$ cat src/rtl/alu_mc.sv
// alu_mc: multi-cycle ALU with valid/ready handshake, status flags, flush, and an iterative shift-add multiplier
module alu_mc #(
    parameter int WIDTH = 32,
    parameter int MUL_BPC = 1,
    parameter logic [3:0] OP_ADD = 4'd0,
    parameter logic [3:0] OP_SUB = 4'd1,
    parameter logic [3:0] OP_MUL = 4'd2,
    parameter logic [3:0] OP_BEQ = 4'd3
) (
    input  logic             clk,
    input  logic             reset,
    input  logic             flush,
    input  logic             in_valid,
    output logic             in_ready,
    input  logic [3:0]       op,
    input  logic [WIDTH-1:0] x,
    input  logic [WIDTH-1:0] y,
    output logic             out_valid,
    input  logic             out_ready,
    output logic [WIDTH-1:0] w,
    output logic [WIDTH-1:0] w_hi,
    output logic             zero,
    output logic             carry,
    output logic             ovf
);
    localparam int N = WIDTH / MUL_BPC;
    localparam int CW = $clog2(N + 1);
    localparam int PW = WIDTH + MUL_BPC;
    typedef enum logic [1:0] {IDLE, BUSY, DONE} state_t;
    state_t state, state_nx;
    logic [CW-1:0] cnt;
    logic [2*WIDTH-1:0] prod, prod_nx;
    logic [WIDTH-1:0] mcand, res;
    logic [WIDTH:0] sum, diff;
    logic [PW-1:0] part;
    logic is_add, is_sub, is_mul, accept;

    assign in_ready = (state == IDLE || (state == DONE && out_ready)) && !flush;
    assign accept = in_valid && in_ready;
    assign out_valid = state == DONE;
    assign is_add = op == OP_ADD;
    assign is_sub = op == OP_SUB || op == OP_BEQ;
    assign is_mul = op == OP_MUL;
    assign sum = {1'b0, x} + {1'b0, y};
    assign diff = {1'b0, x} - {1'b0, y};
    assign res = is_add ? sum[WIDTH-1:0] : is_sub ? diff[WIDTH-1:0] : x;
    // prod holds {partial sum, unretired multiplier bits}; each step retires MUL_BPC bits
    assign part = PW'(prod[2*WIDTH-1:WIDTH]) + PW'(mcand) * PW'(prod[MUL_BPC-1:0]);
    assign prod_nx = {part, prod[WIDTH-1:MUL_BPC]};

    always_ff @(posedge clk) begin
        if (reset) state <= IDLE;
        else state <= state_nx;
    end

    always_comb begin
        state_nx = flush ? IDLE
                 : accept ? (is_mul ? BUSY : DONE)
                 : state == BUSY ? (cnt == CW'(1) ? DONE : BUSY)
                 : (state == DONE && !out_ready) ? DONE : IDLE;
    end

    always_ff @(posedge clk) begin
        if (reset) begin
            cnt <= '0;
            prod <= '0;
            mcand <= '0;
            w <= '0;
            w_hi <= '0;
            zero <= 1'b0;
            carry <= 1'b0;
            ovf <= 1'b0;
        end else if (flush) begin
            cnt <= '0;
        end else if (accept) begin
            cnt <= is_mul ? CW'(N) : '0;
            prod <= {{WIDTH{1'b0}}, y};
            mcand <= x;
            w <= res;
            w_hi <= '0;
            zero <= (is_add || is_sub) && res == '0;
            carry <= is_add ? sum[WIDTH] : is_sub && !diff[WIDTH];
            ovf <= is_add ? (x[WIDTH-1] == y[WIDTH-1] && sum[WIDTH-1] != x[WIDTH-1])
                          : is_sub && x[WIDTH-1] != y[WIDTH-1] && diff[WIDTH-1] != x[WIDTH-1];
        end else if (state == BUSY) begin
            cnt <= cnt - CW'(1);
            prod <= prod_nx;
            if (cnt == CW'(1)) begin
                w <= prod_nx[WIDTH-1:0];
                w_hi <= prod_nx[2*WIDTH-1:WIDTH];
                zero <= prod_nx[WIDTH-1:0] == '0;
                carry <= 1'b0;
                ovf <= 1'b0;
            end
        end
    end
endmodule

$ cat config.mk
export PLATFORM = sky130hd
export DESIGN_NAME = alu_mc
export DESIGN_NICKNAME = d
export VERILOG_FILES = /design/src/rtl/alu_mc.sv
export SDC_FILE = /design/constraint.sdc
export NUM_CORES = 1
export LEC_CHECK = 0
export BUFFER_PORTS_ARGS = -buffer_cell sky130_fd_sc_hd__buf_2
export CAP_MARGIN = 20
export CORE_MARGIN = 2
export CORE_UTILIZATION = 62
export CTS_BUF_LIST = sky130_fd_sc_hd__clkbuf_4 sky130_fd_sc_hd__clkbuf_8
export CTS_CLUSTER_SIZE = 30
export DETAILED_ROUTE_END_ITERATION = 12
export PLACE_DENSITY = 0.84
export SETUP_SLACK_MARGIN = 0.05
export SYNTH_ARGS = -nofsm -noshare
export SYNTH_HDL_FRONTEND = slang
export SYNTH_SLANG_ARGS = --single-unit
$ cat constraint.sdc
create_clock -name clk -period 4.2 [get_ports clk]
set_input_delay 0.42 -clock clk [delete_from_list [all_inputs] [get_ports clk]]
set_output_delay 0.42 -clock clk [all_outputs]
set_load 0.02 [all_outputs]
==> results of run 1 <==
==> per-layer routing <==
| metal | up-vias | routed length (µm) |
|---|---|---|
| li1 | 6386 | - |
| met1 | 6389 | 17870 |
| met2 | 729 | 18630 |
| met3 | 110 | 3804 |
| met4 | 0 | 1856 |
| met5 | - | 0 |
==> synth_stat cells (24+ instances only) <==
cell type / number / share of area
sky130_fd_sc_hd__nor3_1: 31 / 0.012
sky130_fd_sc_hd__inv_1: 82 / 0.025
sky130_fd_sc_hd__o21ai_0: 69 / 0.028
sky130_fd_sc_hd__a21oi_1: 197 / 0.079
sky130_fd_sc_hd__nand2_1: 280 / 0.084
sky130_fd_sc_hd__xnor2_1: 24 / 0.017
sky130_fd_sc_hd__a22oi_1: 25 / 0.015
sky130_fd_sc_hd__a21o_1: 30 / 0.018
sky130_fd_sc_hd__ha_1: 98 / 0.098
sky130_fd_sc_hd__clkbuf_1: 90 / 0.027
sky130_fd_sc_hd__a311oi_1: 34 / 0.024
sky130_fd_sc_hd__dfxtp_1: 171 / 0.27
sky130_fd_sc_hd__and2_1: 37 / 0.018
sky130_fd_sc_hd__nor2_1: 166 / 0.050
sky130_fd_sc_hd__nand3_1: 27 / 0.011
==> worst max-delay path, cell delays in order (launching register included) <==
cell                      delay, ps
sky130_fd_sc_hd__dfxtp_1        330
sky130_fd_sc_hd__buf_4          160
sky130_fd_sc_hd__nand2_1        220
sky130_fd_sc_hd__inv_1           70
sky130_fd_sc_hd__ha_1           270
sky130_fd_sc_hd__a21o_1         100
sky130_fd_sc_hd__a21oi_1         90
sky130_fd_sc_hd__a21oi_1        280
sky130_fd_sc_hd__o21ai_0        170
sky130_fd_sc_hd__o31ai_1        500
sky130_fd_sc_hd__a21oi_1        170
sky130_fd_sc_hd__a31o_2         260
sky130_fd_sc_hd__o21ai_0        360
sky130_fd_sc_hd__a221o_1        220
sky130_fd_sc_hd__a21oi_1        100
sky130_fd_sc_hd__xnor2_1        170
sky130_fd_sc_hd__a32o_1         220
==> cell type report <==
| type | instances | share of cell area |
|---|---|---|
| sequential | 171 | 0.2440 |
| clock buffer | 19 | 0.01864 |
| clock inverter | 13 | 0.01097 |
| multi-input combinational | 1353 | 0.5976 |
| timing repair buffer | 198 | 0.08242 |
| tap | 270 | 0.02408 |
| inverter | 83 | 0.02221 |
==> power groups by stage <==
stage / clock [W] / sequential [W] / combinational [W]
2_1_floorplan: 0 / 0.00176 / 0.000647
4_1_cts: 0.00125 / 0.00171 / 0.00101
3_3_place_gp: 0 / 0.00175 / 0.00100
3_5_place_dp: 0 / 0.00175 / 0.00101
5_1_grt: 0.00130 / 0.00172 / 0.00113
6_report: 0.00124 / 0.00171 / 0.00105
==> worst max path at each step <==
stage | from | end | slack, ps | depth (start not counted)
finish | prod[0] | prod[62] | 370 | 16
global route | prod[0] | w_hi[30] | 150 | 16
CTS | prod[0] | w_hi[23] | 340 | 16
detailed placement | y[1] | zero | 40 | 15
global placement | x[0] | zero | 60 | 15
floorplan | y[1] | zero | 740 | 14
==> cell families (layout without fill, tap and decap cells) <==
group	count (synthesis)	after routing	share of synthesized area
simple gates	664	664	0.2424
buf+inv	198	313	0.06130
flops	171	171	0.2731
mux	4	4	0.003394
compound gates	546	546	0.2906
fa+ha+maj	101	101	0.1026
xor+xnor	38	38	0.02655
==> repair_timing <==
item | in CTS | in global routing
gates resized for setup | 0 | 1
setup buffers | 0 | 1
endpoints found under the setup margin | 0 | 4
hold buffers | 0 | 0
==> registers in the layout, indices dropped and copies added (netlist names) <==
signal  cells
zero        1
w_hi       32
carry       1
cnt         6
state       2
ovf         1
prod       64
mcand      32
w          32
==> per-stage QoR <==
stage	power, W	hold slack, ps	util
2_1_floorplan	0.002407	431.7	-
4_1_cts	0.003974	180.1	0.6982
6_report	0.004003	201.5	0.7000
5_1_grt	0.004152	196.6	0.7000
3_5_place_dp	0.002755	443.0	0.6774
3_3_place_gp	0.002748	436.7	0.6774
==> layout by cell type (no fill, tap or decap), types with 24 or more instances in the layout <==
master / n
sky130_fd_sc_hd__a22oi_1: 25
sky130_fd_sc_hd__a21oi_1: 195
sky130_fd_sc_hd__nand3_1: 27
sky130_fd_sc_hd__xnor2_1: 24
sky130_fd_sc_hd__and2_1: 36
sky130_fd_sc_hd__nor3_1: 31
sky130_fd_sc_hd__buf_4: 57
sky130_fd_sc_hd__a311oi_1: 34
sky130_fd_sc_hd__nand2_1: 279
sky130_fd_sc_hd__dfxtp_1: 171
sky130_fd_sc_hd__buf_2: 140
sky130_fd_sc_hd__a21o_1: 30
sky130_fd_sc_hd__o21ai_0: 69
sky130_fd_sc_hd__inv_1: 82
sky130_fd_sc_hd__ha_1: 98
sky130_fd_sc_hd__nor2_1: 165
==> flow_metrics.tcl, run 1 <==
set metrics [dict create \
    synth.cell_area_um2 12530 \
    sequentialPowerShare 0.428 \
    first_global_vias 12540 \
    groute.usage.overall 0.3882 \
    row_count 52 \
    synthFlopType "sky130_fd_sc_hd__dfxtp_1" \
    async_reset_ff_frac 0 \
    hold_viol_final 0 \
    grt_start_max_net_pins 107 \
    power_density_nw_per_um2 285.4 \
    switching_share 0.3556 \
    grt_antenna_before_repair 0 \
    cell_internal_pwr_w 0.002579 \
    critical_path_class "flip-flop to flip-flop" \
    synth_warnings 0 \
    cts.htree.levels 4 \
    clock_tree_sinks 171 \
    ctsLongestPathBuffers 2 \
    num-nets-final 1998 \
    fp.dieW_um 146.2 \
    place.port_buffers 141 \
    pwr-share-clk 0.310 \
    post_dp_cell_area_um2 13580 \
    final_layout_size_suffix_gt1_frac 0.1437 \
    rsz0062_at_grt "no" \
    tritoncts.num_buffers 17 \
    core_area_um2 20040 \
    grt.overflow.total 0 \
    run_status "complete, no violations" \
    drv_cap 0 \
    critical_path_arrival_ps 4200 \
    timing.slew.headroom 0.3819 \
    floorplan.io_pins 142 \
    timing.fmax_ghz 0.2614 \
    crit_required_ps 4580 \
    drv_slew 0 \
    globalRouteMet1Util 0.5324 \
    clockRootBuffer "sky130_fd_sc_hd__clkbuf_8" \
    via_per_inst 6.461 \
    synth_enable_flop_cells 0 \
    power.switching_w 0.001423 \
    grt_busiest_layer "met2" \
    place_inst 2073 \
    final.setup.tns_ps 0 \
    gp_congestion 1.011 \
    r2r_end "prod[62]" \
    post_synth_num_cell_types 87 \
    seqCellArea_um2 3423 \
    final_period_demand_of_the_worst_path_ps 3826 \
    n_antenna_cell 0 \
    detail_route.first_pass.iterations 8 \
    area.growth.synth_to_final_pct 11.92 \
    min_from "y[2]" \
    path_max_fanout 10 \
    postSynthRegisterBits 171 \
    final_design_area_no_fill_um2 14030 \
    detailroute.via_count 13610 \
    finClkSkew_ps 15.73 \
    post_synth_inst_count 1722 \
    routed_wl_um 42160 \
    irDropWorstVdd_mv 0.1906 \
    min_delay_path_depth 3 \
    critical_path.reg2reg.startpoint "prod[0]" \
    critical_path.startpoint_type "flip-flop" \
    globalRouteMet2Util 0.5979 \
    filler_cell_count 1723 \
    r2r.worst_path.cells 16 \
    drt.antenna.violating_nets 0 \
    multi_input_comb_area_um2 8383 \
    fp.dieArea_um2 21370 \
    worstSetupEndpointType "flip-flop" \
    floorplan.initialDensity 0.6254 \
    leakage_nw 6.017 \
    dp_hpwl_um 30820 \
    iteration_0_drc_count_of_the_detailed_router 1434 \
    power.share.combinational 0.262 \
    grt_pass1_wl_um 67080 \
    dieHeight_um 146.2 \
    clk_transition_reported_paths_ps 100 \
    syn_area_per_cell_um2 7.278 \
    min_path_type "input pin to flip-flop" \
    post_drt_wl_per_cell_um 20.01 \
    min_delay_worst_endpoint "prod[2]" \
    timing.reg2reg.setup_slack_ps 370 \
    use_met3 0.07000 \
    drt_drc_violations_left 0 \
    worst_skew_pair_later_pin_latency_ps 490 \
    tritoncts_clock_tree "done" \
    worst_slew_pin_slew_ps 927.1 \
    pre_cts_slack_ps 44.30 \
    period_share 0.9110 \
    final-instance-count-excl-fill 2107 \
    final_critical_path_setup_slack_ps 373.8 \
    syn_nets 1896 \
    timing.final.setup_violations 0 \
    synth.yosys.seq_area_share 0.2731 \
]
Power figures use the tool's default switching activity.
==> run 2: changes to the inputs <==
Settings changed: CORE_UTILIZATION 62 to 60, CTS_BUF_LIST sky130_fd_sc_hd__clkbuf_4 sky130_fd_sc_hd__clkbuf_8 to not set, PLACE_DENSITY 0.84 to 0.82.
==> run 2 against run 1 <==
Fmax is 2.7% lower. Routed wire length is 0.65% higher. Highest routed layer unchanged. Largest cell class unchanged. Power is 8.5% higher. Critical path depth stayed put. Combinational power hardly changed. Critical path type is now input pin to flip-flop. Worst setup slack worse by 100 ps. Via count is 0.73% lower. Cell area is 1.5% higher.
==> flow_metrics.tcl, run 2 (synthesized netlist as in run 1, its figures left out) <==
set metrics [dict create \
    power_density_nw_per_um2 305.1 \
    hold_viol_final 0 \
    r2r.worst_path.cells 14 \
    grt_antenna_before_repair 0 \
    grt_start_max_net_pins 87 \
    critical_path_arrival_ps 4260 \
    drv_cap 0 \
    clk_transition_reported_paths_ps 70 \
    n_antenna_cell 0 \
    switching_share 0.3416 \
    finClkSkew_ps 15.66 \
    min_path_type "input pin to flip-flop" \
    dp_hpwl_um 31410 \
    detail_route.first_pass.iterations 6 \
    fp.dieArea_um2 22060 \
    period_share 0.9359 \
    clock_tree_sinks 171 \
    power.share.combinational 0.244 \
    worst_skew_pair_later_pin_latency_ps 450 \
    irDropWorstVdd_mv 0.3056 \
    gp_congestion 0.9736 \
    power.switching_w 0.001483 \
    met2_length_um 19300 \
    timing.final.setup_violations 0 \
    cell_internal_pwr_w 0.002859 \
    via_per_inst 6.396 \
    drt.antenna.violating_nets 0 \
    fp.dieW_um 148.5 \
    worst_slew_pin_slew_ps 944.7 \
    critical_path_class "input pin to flip-flop" \
    leakage_nw 6.118 \
    drv_slew 0 \
    path_max_fanout 7 \
    area.growth.synth_to_final_pct 13.56 \
    finished_core_util 0.6989 \
    tritoncts_clock_tree "done" \
    flip_flop_count_of_the_largest_register_after_layout 64 \
    timing.fmax_ghz 0.2544 \
    groute.usage.overall 0.3797 \
    most_common_library_cell_in_the_layout_ignoring_fill_and_taps "sky130_fd_sc_hd__nand2_1" \
    worstSetupEndpointType "flip-flop" \
    crit_required_ps 4530 \
    hold_buffers 0 \
    topRoutingLayerUsed "met4" \
    grt.overflow.total 0 \
    final_period_demand_of_the_worst_path_ps 3931 \
    detailroute.via_count 13510 \
    clockRootBuffer "sky130_fd_sc_hd__clkbuf_16" \
    p_total_w 0.004342 \
    critical_path.startpoint_type "input pin" \
    cts.htree.levels 4 \
    most_used_cells_in_the_layout_excluding_fill_and_tap_cells "sky130_fd_sc_hd__nand2_1 (279), sky130_fd_sc_hd__a21oi_1 (194), sky130_fd_sc_hd__dfxtp_1 (171), sky130_fd_sc_hd__nor2_1 (165), sky130_fd_sc_hd__buf_2 (140)" \
    final_layout_size_suffix_gt1_frac 0.1470 \
    grt_pass1_wl_um 66650 \
    rsz0062_at_grt "no" \
    tritoncts.num_buffers 17 \
    core_area_um2 20360 \
    registers.top_by_ff_count "prod" \
    ctsLongestPathBuffers 2 \
    post_drt_wl_per_cell_um 20.08 \
    dieHeight_um 148.5 \
    min_delay_path_depth 2 \
    first_global_vias 12540 \
    met3WireLength_um 3605 \
    m1WireLength_um 17990 \
    pwr-share-clk 0.362 \
    timing.slew.headroom 0.3702 \
    drt_drc_violations_left 0 \
    routed_wl_um 42440 \
    num-nets-final 2004 \
    floorplan.io_pins 142 \
    floorplan.initialDensity 0.6154 \
    run_status "complete, no violations" \
    iteration_0_drc_count_of_the_detailed_router 1467 \
    place.port_buffers 141 \
    row_count 52 \
    sequentialPowerShare 0.394 \
]
==> run 2: final timing paths <==
| path | startpoint | end | slack (ps) |
|---|---|---|---|
| worst max-delay path | y[11] | zero | 270 |
| worst min-delay path | flush | cnt[5] | 260 |
| worst max register to register | prod[0] | prod[55] | 330 |
| worst min register to register | ovf | ovf | 450 |
==> run 2: worst max-delay path: stages <==
cell and delay, ps:
sky130_fd_sc_hd__buf_2 110, sky130_fd_sc_hd__inv_1 50, sky130_fd_sc_hd__ha_1 410, sky130_fd_sc_hd__nor2b_1 90, sky130_fd_sc_hd__a2111oi_2 500, sky130_fd_sc_hd__o311ai_1 250
sky130_fd_sc_hd__o211ai_2 400, sky130_fd_sc_hd__o41a_1 310, sky130_fd_sc_hd__o41ai_2 110, sky130_fd_sc_hd__buf_4 170, sky130_fd_sc_hd__a2111oi_0 630, sky130_fd_sc_hd__o21ai_0 170
sky130_fd_sc_hd__o21ai_0 120, sky130_fd_sc_hd__o31a_1 240, sky130_fd_sc_hd__nor4b_2 70, sky130_fd_sc_hd__a31o_1 220
==> run 2: cell type report <==
type | instances | area, µm²
fillers | 1745 | 6132
inverters | 83 | 311.5
flip-flops and latches | 171 | 3423
clock buffers | 19 | 442.9
clock inverters | 13 | 127.6
well taps | 270 | 337.8
repair buffers | 204 | 1194
multi-input cells | 1353 | 8396
==> run 2: routing by layer <==
| layer | vias up | track usage |
|---|---|---|
| met1 | 6334 | 0.5133 |
| li1 | 6401 | - |
| met4 | 0 | 0.1557 |
| met2 | 673 | 0.6093 |
| met5 | - | 0 |
| met3 | 106 | 0.05644 |
==> run 2: power by group through the flow <==
| stage | Sequential, W | Combinational [W] | Clock [W] |
|---|---|---|---|
| finish | 0.00171 | 0.00106 | 0.00157 |
| global route | 0.00172 | 0.00114 | 0.00164 |
| CTS | 0.00171 | 0.00103 | 0.00158 |
| detailed placement | 0.00175 | 0.00102 | 0 |
| global placement | 0.00175 | 0.00102 | 0 |
| floorplan | 0.00176 | 0.000647 | 0 |
==> run 2: through the flow <==
step	hold WS [ps]	setup TNS [ps]	cell area (µm²)	setup WS [ps]	instances
global placement	438.9	0	13650	53.43	2081
CTS	260.2	0	14220	385.9	2113
finish	261.7	0	14230	269.1	2113
floorplan	431.7	0	12530	736.2	1722
global route	275.0	0	14230	53.66	2113
detailed placement	442.6	-11.88	13650	-11.88	2081
==> run 2: timing repair <==
action | CTS | global route
resized for setup | 0 | 2
setup buffers | 0 | 0
setup endpoints to repair | 0 | 3
==> run 3: changes to the inputs <==
Clock period 4.2 ns to 3.8 ns, I/O delays scaled along.
==> run 3 against run 2 <==
Clock power up 13%. Clock skew barely moved. Global-route usage up 0.93 points. Flip-flop and latch count stayed put. Cell area rose by 6.5%. Die area is the same. Clock-buffer cell count is 1 lower. Sequential power rose by 11%. Critical path type is now flip-flop to flip-flop. Largest cell class unchanged.
==> flow_metrics.tcl, run 3 (synthesized netlist as in run 1, its figures left out) <==
set metrics [dict create \
    gp_congestion 0.9941 \
    clock_tree_sinks 171 \
    critical_path_buf_inv_count 2 \
    finClkSkew_ps 15.38 \
    detail_route.first_pass.iterations 6 \
    grt_start_max_net_pins 87 \
    num-nets-final 2119 \
    critical_path.startpoint_type "flip-flop" \
    grt_antenna_before_repair 0 \
    groute.usage.overall 0.3891 \
    detailroute.via_count 14120 \
    sequentialPowerShare 0.380 \
    final_period_demand_of_the_worst_path_ps 3633 \
    power.switching_w 0.001717 \
    switching_share 0.3445 \
    timing.final.setup_violations 0 \
    final_layout_size_suffix_gt1_frac 0.2038 \
    irDropWorstVdd_mv 0.3443 \
    worstSetupEndpointType "flip-flop" \
    final.setup.tns_ps 0 \
    filler_cell_count 1614 \
    rsz0062_at_grt "no" \
    final-instance-count-excl-fill 2228 \
    critical_path_arrival_ps 3970 \
    drt.antenna.violating_nets 0 \
    fp.dieW_um 148.5 \
    crit_required_ps 4130 \
    most_common_library_cell_in_the_layout_ignoring_fill_and_taps "sky130_fd_sc_hd__nand2_1" \
    most_used_cells_in_the_layout_excluding_fill_and_tap_cells "sky130_fd_sc_hd__nand2_1 (279), sky130_fd_sc_hd__a21oi_1 (192), sky130_fd_sc_hd__buf_4 (177), sky130_fd_sc_hd__dfxtp_1 (170), sky130_fd_sc_hd__nor2_1 (165)" \
    tritoncts.num_buffers 17 \
    period_share 0.9561 \
    worstPathCellList "buf_6 > and2_1 > ha_1 > or2_2 > a21oi_1 > nand4b_1 > o22a_1 > o31ai_1 > buf_4 > a21oi_2 > a31o_2 > o21ai_0 > a221o_1 > a21oi_1 > xnor2_1 > a32o_1" \
    grt_pass1_wl_um 68580 \
    min_path_type "input pin to flip-flop" \
    floorplan.io_pins 142 \
    tritoncts_clock_tree "done" \
    fp.dieArea_um2 22060 \
    iteration_0_drc_count_of_the_detailed_router 1474 \
    timing.critical_path.max_delay_family "compound AO/OA/AOI/OAI gates" \
    path_max_fanout 29 \
    dieHeight_um 148.5 \
    finished_core_util 0.7447 \
    critical_path_class "flip-flop to flip-flop" \
    timing.fmax_ghz 0.2752 \
    area.growth.synth_to_final_pct 20.99 \
    cts.htree.levels 4 \
    drt_drc_violations_left 0 \
    grt.overflow.total 0 \
    core_area_um2 20360 \
    power_density_nw_per_um2 328.7 \
    pwr-share-clk 0.355 \
    cell_internal_pwr_w 0.003267 \
    post_drt_wl_per_cell_um 19.64 \
    drv_cap 0 \
    via_per_inst 6.335 \
    dp_hpwl_um 32590 \
    row_count 52 \
    hold_viol_final 0 \
    clk_transition_reported_paths_ps 80 \
    n_antenna_cell 0 \
    run_status "complete, no violations" \
    hold_buffers 0 \
    routed_wl_um 43750 \
    power.share.combinational 0.265 \
    flip_flop_count_of_the_largest_register_after_layout 64 \
    place.port_buffers 141 \
    worst_skew_pair_later_pin_latency_ps 450 \
    floorplan.initialDensity 0.6154 \
    place_inst 2196 \
    worst_slew_pin_slew_ps 965.5 \
    max_stage_delay_ps 380 \
    ctsLongestPathBuffers 2 \
    drv_slew 0 \
    registers.top_by_ff_count "prod" \
    leakage_nw 6.694 \
    first_global_vias 13160 \
    clockRootBuffer "sky130_fd_sc_hd__clkbuf_16" \
    timing.slew.headroom 0.3564 \
    cp_slowest_cell "sky130_fd_sc_hd__dfxtp_2" \
    cpMostUsedCell "sky130_fd_sc_hd__a21oi_1" \
]
==> run 3: final cells by class <==
class	instances	area [µm²]	share of cell area
multi-input combinational	1353	8454	0.5575
sequential	171	3425	0.2258
timing repair buffer	319	2061	0.1359
clock buffer	18	429.2	0.02830
tap	270	337.8	0.02228
inverter	83	311.5	0.02054
clock inverter	14	146.4	0.009653
==> run 3: per-stage QoR <==
step                      power (W)  area, µm²  worst slack, ps  hold slack (ps)
after floorplan            0.002661      12530            376.2            431.7
after global placement     0.003188      14520           -116.1            436.2
after detailed placement   0.003203      14520           -239.5            441.9
after CTS                  0.004944      15090            71.98            190.2
after global routing       0.005159      15160            26.47            189.6
final                      0.004984      15160            166.6            192.4
==> run 3: routing by layer <==
layer	track usage	vias to the layer above	share of wire
li1	-	6620	-
met1	0.5132	6626	0.42
met2	0.6426	738	0.46
met3	0.06656	131	0.085
met4	0.1390	0	0.037
met5	0	-	0
==> run 3: what timing repair did <==
| action | in CTS | in global routing |
|---|---|---|
| pin swaps | 0 | 7 |
| resized for setup | 1 | 18 |
| setup endpoints to repair | 2 | 17 |
| setup buffers | 0 | 0 |
==> run 3: power groups by stage <==
stage / sequential [W] / clock [W] / combinational, W
2_1_floorplan: 0.00195 / 0 / 0.000715
3_3_place_gp: 0.00193 / 0 / 0.00126
3_5_place_dp: 0.00193 / 0 / 0.00127
4_1_cts: 0.00189 / 0.00177 / 0.00128
5_1_grt: 0.00190 / 0.00184 / 0.00142
6_report: 0.00189 / 0.00177 / 0.00132
==> run 3: path summary, 6_finish.rpt <==
kind              slack [ps]        to  depth (start not counted)     start
setup / recovery         170  prod[62]                         16   prod[0]
hold / removal           190    cnt[5]                          2     flush
setup reg to reg         170  prod[62]                         16   prod[0]
hold reg to reg          450  w_hi[29]                          2  w_hi[29]
